**config.mk**
```make
export PLATFORM = sky130hd
export DESIGN_NAME = star_bbox_scan
export DESIGN_NICKNAME = d
export VERILOG_FILES = /design/src/rtl/star_bbox_scan.sv
export SDC_FILE = /design/constraint.sdc
export NUM_CORES = 1
export LEC_CHECK = 0
export ABC_AREA = 1
export BUFFER_PORTS_ARGS = -buffer_cell sky130_fd_sc_hd__buf_2
export CAP_MARGIN = 20
export CORE_ASPECT_RATIO = 0.75
export CORE_MARGIN = 2
export CORE_UTILIZATION = 35
export CTS_CLUSTER_DIAMETER = 100
export DETAILED_ROUTE_END_ITERATION = 10
export PLACE_DENSITY_LB_ADDON = 0.25
export SLEW_MARGIN = 25
export SYNTH_ARGS = -nofsm -noshare
export SYNTH_HDL_FRONTEND = slang
export SYNTH_SLANG_ARGS = --single-unit
```
**constraint.sdc**
```tcl
create_clock -name clk -period 10.72 [get_ports clk]
set_input_delay 1.608 -clock clk [delete_from_list [all_inputs] [get_ports clk]]
set_output_delay 1.608 -clock clk [all_outputs]
set_load 0.01 [all_outputs]
```
**src/rtl/star_bbox_scan.sv**
```systemverilog
// Bounding-box scanner: walks a seed pixel's row right/left, then the centre column
// down/up, through a 1-cycle-latency pixel port, and reports extents plus centre.
module star_bbox_scan #(
  parameter int X_SZ      = 8,
  parameter int Y_SZ      = 7,
  parameter int COL_SZ    = 3,
  parameter int X_RES     = 160,
  parameter int Y_RES     = 120,
  parameter int THRESHOLD = 0
) (
  input  logic              clk,
  input  logic              reset,
  input  logic              start,
  input  logic [X_SZ-1:0]   x_in,
  input  logic [Y_SZ-1:0]   y_in,
  output logic [X_SZ-1:0]   rd_x,
  output logic [Y_SZ-1:0]   rd_y,
  input  logic [COL_SZ-1:0] rd_pix,
  output logic              busy,
  output logic              done,
  output logic              err,
  output logic [X_SZ-1:0]   most_left,
  output logic [X_SZ-1:0]   most_right,
  output logic [X_SZ-1:0]   mid_x,
  output logic [Y_SZ-1:0]   most_top,
  output logic [Y_SZ-1:0]   most_bottom,
  output logic [Y_SZ-1:0]   mid_y
);

  typedef enum logic [2:0] {IDLE, SCAN_R, SCAN_L, SCAN_D, SCAN_U, FIN} state_t;

  localparam logic [X_SZ-1:0] X_MAX = X_SZ'(X_RES - 1);
  localparam logic [Y_SZ-1:0] Y_MAX = Y_SZ'(Y_RES - 1);
  localparam logic [X_SZ:0]   X_LIM = (X_SZ+1)'(X_RES);
  localparam logic [Y_SZ:0]   Y_LIM = (Y_SZ+1)'(Y_RES);

  state_t state, stateNext;
  logic   chk, chkNext;   // 0 = ISSUE sub-phase, 1 = CHECK sub-phase

  logic [X_SZ-1:0] seedX, curL, curR, nL, nR, sx, midXNext, rdXNext;
  logic [Y_SZ-1:0] seedY, curT, curB, nT, nB, sy, midYCur, rdYNext;
  logic [X_SZ:0]   sumX;
  logic [Y_SZ:0]   sumY;
  logic            seedOk, accept, bright, inScan, atEdge, cont, leave;
  logic            hasR, hasL, hasD, hasU;
  state_t          dirAfter;

  // First direction at or after 'from' that has at least one pixel to probe.
  function automatic state_t pickDir(input state_t from, input logic [3:0] avail);
    int first;
    case (from)
      IDLE:    first = 0;
      SCAN_R:  first = 1;
      SCAN_L:  first = 2;
      SCAN_D:  first = 3;
      default: first = 4;
    endcase
    pickDir = FIN;
    for (int i = 3; i >= 0; i--) begin
      if (avail[i] && i >= first) begin
        case (i)
          0:       pickDir = SCAN_R;
          1:       pickDir = SCAN_L;
          2:       pickDir = SCAN_D;
          default: pickDir = SCAN_U;
        endcase
      end
    end
  endfunction

  // Seed is taken straight from the inputs while idle so the first probe can issue at once.
  assign sx     = (state == IDLE) ? x_in : seedX;
  assign sy     = (state == IDLE) ? y_in : seedY;
  assign seedOk = ({1'b0, x_in} < X_LIM) && ({1'b0, y_in} < Y_LIM);
  assign accept = (state == IDLE) && start && seedOk;
  assign bright = rd_pix > COL_SZ'(THRESHOLD);
  assign inScan = (state == SCAN_R) || (state == SCAN_L) || (state == SCAN_D) || (state == SCAN_U);
  assign hasR   = sx != X_MAX;
  assign hasL   = sx != '0;
  assign hasD   = sy != Y_MAX;
  assign hasU   = sy != '0;
  assign dirAfter = pickDir(state, {hasU, hasD, hasL, hasR});

  always_comb begin
    atEdge = 1'b0;
    case (state)
      SCAN_R:  atEdge = rd_x == X_MAX;
      SCAN_L:  atEdge = rd_x == '0;
      SCAN_D:  atEdge = rd_y == Y_MAX;
      SCAN_U:  atEdge = rd_y == '0;
      default: atEdge = 1'b0;
    endcase
  end

  assign cont  = inScan && chk && bright && !atEdge;
  assign leave = accept || (inScan && chk && !cont);

  // FSM: state register
  always_ff @(posedge clk or posedge reset) begin
    if (reset) begin
      state <= IDLE;
      chk   <= 1'b0;
    end else begin
      state <= stateNext;
      chk   <= chkNext;
    end
  end

  // FSM: next state
  always_comb begin
    stateNext = state;
    chkNext   = chk;
    case (state)
      IDLE: begin
        if (accept) begin
          stateNext = dirAfter;
          chkNext   = 1'b0;
        end
      end
      SCAN_R, SCAN_L, SCAN_D, SCAN_U: begin
        if (!chk) chkNext = 1'b1;
        else begin
          chkNext = 1'b0;
          if (!cont) stateNext = dirAfter;
        end
      end
      FIN:     stateNext = IDLE;
      default: stateNext = IDLE;
    endcase
  end

  // FSM: outputs
  always_comb begin
    busy = state != IDLE;
  end

  // Running extents; a bright CHECK pushes the extent of the active direction out.
  always_comb begin
    nL = curL;
    nR = curR;
    nT = curT;
    nB = curB;
    if (accept) begin
      nL = x_in;
      nR = x_in;
      nT = y_in;
      nB = y_in;
    end else if (inScan && chk && bright) begin
      case (state)
        SCAN_R:  nR = rd_x;
        SCAN_L:  nL = rd_x;
        SCAN_D:  nB = rd_y;
        default: nT = rd_y;
      endcase
    end
  end

  // Column for the vertical scans; stays constant once the horizontal pass is over.
  assign sumX     = {1'b0, nL} + {1'b0, nR};
  assign midXNext = sumX[X_SZ:1];
  assign sumY     = {1'b0, curT} + {1'b0, curB};
  assign midYCur  = sumY[Y_SZ:1];

  always_comb begin
    rdXNext = rd_x;
    rdYNext = rd_y;
    if (leave) begin
      case (dirAfter)
        SCAN_R: begin rdXNext = sx + 1'b1; rdYNext = sy;        end
        SCAN_L: begin rdXNext = sx - 1'b1; rdYNext = sy;        end
        SCAN_D: begin rdXNext = midXNext;  rdYNext = sy + 1'b1; end
        SCAN_U: begin rdXNext = midXNext;  rdYNext = sy - 1'b1; end
        default: begin rdXNext = rd_x;     rdYNext = rd_y;      end
      endcase
    end else if (cont) begin
      case (state)
        SCAN_R:  rdXNext = rd_x + 1'b1;
        SCAN_L:  rdXNext = rd_x - 1'b1;
        SCAN_D:  rdYNext = rd_y + 1'b1;
        default: rdYNext = rd_y - 1'b1;
      endcase
    end
  end

  always_ff @(posedge clk or posedge reset) begin
    if (reset) begin
      seedX       <= '0;
      seedY       <= '0;
      curL        <= '0;
      curR        <= '0;
      curT        <= '0;
      curB        <= '0;
      rd_x        <= '0;
      rd_y        <= '0;
      done        <= 1'b0;
      err         <= 1'b0;
      most_left   <= '0;
      most_right  <= '0;
      mid_x       <= '0;
      most_top    <= '0;
      most_bottom <= '0;
      mid_y       <= '0;
    end else begin
      if (accept) begin
        seedX <= x_in;
        seedY <= y_in;
      end
      curL <= nL;
      curR <= nR;
      curT <= nT;
      curB <= nB;
      rd_x <= rdXNext;
      rd_y <= rdYNext;
      done <= 1'b0;
      err  <= 1'b0;
      if (state == IDLE && start && !seedOk) begin
        done <= 1'b1;
        err  <= 1'b1;
      end
      // Results become visible only as a complete set.
      if (state == FIN) begin
        done        <= 1'b1;
        most_left   <= curL;
        most_right  <= curR;
        mid_x       <= midXNext;
        most_top    <= curT;
        most_bottom <= curB;
        mid_y       <= midYCur;
      end
    end
  end

endmodule

```
==> summary.md <==
The flow ran to the end, and the final reports show no timing, DRC or antenna violations. During I/O placement, the number of pins put on the boundary was 84. The type of the worst min-delay path was reg2reg. The data arrival time of the critical path was 5.24 ns; the final setup violation count was 0. In this run, post-CTS hold repair placed 0 buffers. Fraction of layout instances using a drive strength above 1: 0.148. The pre-antenna-repair detailed-routing pass consisted of 5 iterations.

The synthesized netlist contains 42 unique library cells. The tools report the clock tree skew after final layout as 0.00618 ns. The run gives 0.200 GHz as the highest attainable clock frequency.

TritonCTS built the clock tree. The wire-length estimate of the detail-placed layout is 14300 um. From bottom edge to top edge, the die measures 125 um. After layout, the minimum clock period comes to 5.00 ns. Entering global routing, the biggest net connects 70 pins. The number of failing hold endpoints at the final stage was 0. The run gives 0 as the final-report max-slew violation count. The synthesized instance count was 912; the number of enable flip-flop cells after synthesis was 0. The floorplan has 44 rows. The die width came out at 165 um. The most common cell in the netlist is nand2_1. Clock tree synthesis found a total of 111 sinks.

In this run the standard cell core region covers 19200 um2. STA classifies the critical path endpoint as a flop. Across all layers, the routed design uses 6113 vias. For the clock buffer count from CTS, the log shows 9.

The worst relative slew slack came out at 0.421. The maximum fanout encountered on the critical timing path is 40. Global routing finished with a remaining overflow of 0. The global-route wire length before repair was 30800 um. The number of setup buffers added after CTS came out at 0. The stage delay of the slowest cell on the critical path came out at 0.60 ns. Synthesis produced a netlist with a net count of 971.

For the final wirelength, the log shows 18900 um. The async set-or-reset flop fraction in the synthesized netlist is 1.00, and the maximum clock insertion buffer count is 2. Clock tree synthesis selected as its root buffer the cell clkbuf_16. The net count of the finished layout is 1041. In this run the remaining antenna-violating nets after routing total 0. The count of buffers added on input and output ports is 83. Counting flops and latches in the post-synthesis netlist gives 111. The tools report the final weighted congestion in routability-driven placement as 0.908. The dominant delay contributor by cell family on the critical path was compound AO/OA/AOI/OAI gates. For the combined global-route utilization of all metal layers, the log shows 0.191.

The number of DRC markers after the initial detailed-route iteration is 601, and the latest clock arrival within the worst-skew pair is 0.36 ns. The commonest cells after synthesis are 282 x nand2_1, 111 x dfrtp_1, 90 x inv_1. The area fraction of the dominant cell type after synthesis works out to 0.408. In the final timing run, aggregate negative setup slack is 0 ns. The run gives 0 as the antenna diode count.

The logs give 0.408 for the sequential area share after synthesis and 0 for the initial antenna violation count. Traced cell by cell, the critical path runs through buf_2, inv_1, a21oi_1, a31oi_1, nand3_2, inv_2, o21ai_0, fa_1, a21oi_1, o21bai_1, a21oi_1, o21bai_1, a21o_1, a21oi_1, a21oi_1, nand2_1, a22oi_1. During synthesis, Yosys emitted a total of 0 warnings.

The wire length per cell after detailed routing was 15.3 um. A synthesized cell averages 7.47 um2. In the routed layout, each cell is associated on average with a via count of 4.93.

The cell area that synthesis handed to floorplanning was 6810 um2. The starting density of the core was 0.354; the via count of the first global-routing pass was 5647. The slowest cell on the critical path is inv_2. Buffering stage count on the worst path with inverters included: 3. The portion of the clock cycle consumed by the worst path in the final layout came out at 0.467. Across the run, the number of max-cap violations was 0. The type of the setup path with the least slack is in2reg. The H-tree was split into 3 levels. The largest total area in the synthesized netlist belongs to dfrtp_1. Clock-pin slew was measured on the worst setup and hold paths at 0.07 ns.

The layout has 2020 filler cells. The tools report the data required time at the worst endpoint as 10.95 ns. The most numerous cell type found on the critical path is a21oi_1. Setup repair after global routing left no endpoint under its margin. At the pin with the least slew margin, the transition time is 0.869 ns. The DRC violation count after routing was 0; the signed area change from the synthesized netlist to the final layout was 13.6%.

The die covers 20600 um2. For this run, the leading register cell type out of synthesis is dfrtp_1. The launching element type of the critical path was an input port.

Gates resized during post-CTS repair numbered 0. Ranked by total cell area, the synthesized netlist is headed by dfrtp_1 41%, nand2_1 16%, o21ai_0 6.3%, ha_1 5.9%, inv_1 5.0%.
placed cells by master, fill, tap and decap left out, types with 2 or more instances in the layout:
cell type / synthesis / final
nand2_1: 282 / 282
dfrtp_1: 111 / 111
inv_1: 90 / 88
o21ai_0: 86 / 86
buf_2: 6 / 83
a21oi_1: 57 / 57
nand3_1: 50 / 50
nor2_1: 48 / 48
ha_1: 32 / 32
xor2_1: 17 / 17
o21ai_1: 16 / 16
inv_2: 14 / 15
nand2_2: 11 / 11
nand3b_1: 9 / 9
clkbuf_16: 0 / 9
nand4_1: 6 / 6
fa_1: 6 / 6
and2_1: 4 / 4
o22ai_1: 4 / 4
inv_4: 1 / 3
or2_2: 3 / 3
o21ai_2: 3 / 3
o211ai_1: 3 / 3
o21bai_1: 3 / 3
xnor2_1: 3 / 3
a22oi_1: 3 / 3
buf_4: 2 / 3
nor2_4: 2 / 2
nand3_2: 2 / 2
o31ai_1: 2 / 2
a21oi_2: 2 / 2
nor2_2: 2 / 2
a211oi_1: 2 / 2
a21o_1: 2 / 2
inv_6: 0 / 2
flip-flops by register name, summed over array words and instances (netlist names), 8 cells and up:
register    flops
curL            8
curR            8
mid_x           8
most_left       8
most_right      8
rd_x            8
seedX           8
worst min-delay path, stage by stage, from the launching register on:
cell and delay (ns):
dfrtp_1 0.34, nand2_1 0.05, nand2_1 0.04
routing by layer:
metal  vias to the layer above  routed length, um  track usage
met5                         -                  0            0
met2                       192               7470        0.256
met1                      2801               9940        0.310
met3                        25               1150       0.0230
li1                       3095                  -            -
met4                         0                367       0.0624
final timing paths:
kind / start / endpoint / slack [ns] / depth (start not counted)
setup / recovery: x_in[5] / rd_x[7] / 5.72 / 17
hold / removal: most_right[4] / most_right[4] / 0.47 / 2
setup reg to reg: state[1] / rd_x[7] / 5.83 / 16
hold reg to reg: most_right[4] / most_right[4] / 0.47 / 2
max in group asynchronous: reset / curB[1] / 8.16 / 3
min in group asynchronous: reset / most_right[5] / 1.35 / 2
per-stage QoR:
step                setup WS (ns)  hold slack, ns  area, um2  cells   util
global placement             5.16           0.450       7440   1224  0.387
CTS                          5.37           0.472       7740   1239  0.403
global route                 5.34           0.487       7740   1239  0.403
finish                       5.72           0.467       7740   1239  0.403
floorplan                    6.18           0.444       6810    912      -
detailed placement           5.00           0.455       7440   1224  0.387
cell families after synthesis:
family | Yosys count | synth area share
xor gates and xnor gates | 20 | 0.0257
buffers and inverters | 134 | 0.0786
and+or+nand+nor | 422 | 0.263
AOI/OAI and AO/OA | 187 | 0.148
adders and majority gates | 38 | 0.0764
DFF | 111 | 0.408
cell type report:
cell class	instances	area (um2)	area share
Multi-Input combinational cell	667	3500	0.453
Sequential cell	111	2780	0.359
Timing Repair Buffer	86	438	0.0566
Inverter	107	409	0.0529
Tap cell	253	317	0.0409
Clock buffer	11	243	0.0314
Clock inverter	4	52.6	0.00679
Power is not shown: default switching activity piles up to over one toggle a cycle in this logic, so the estimate is an artifact.
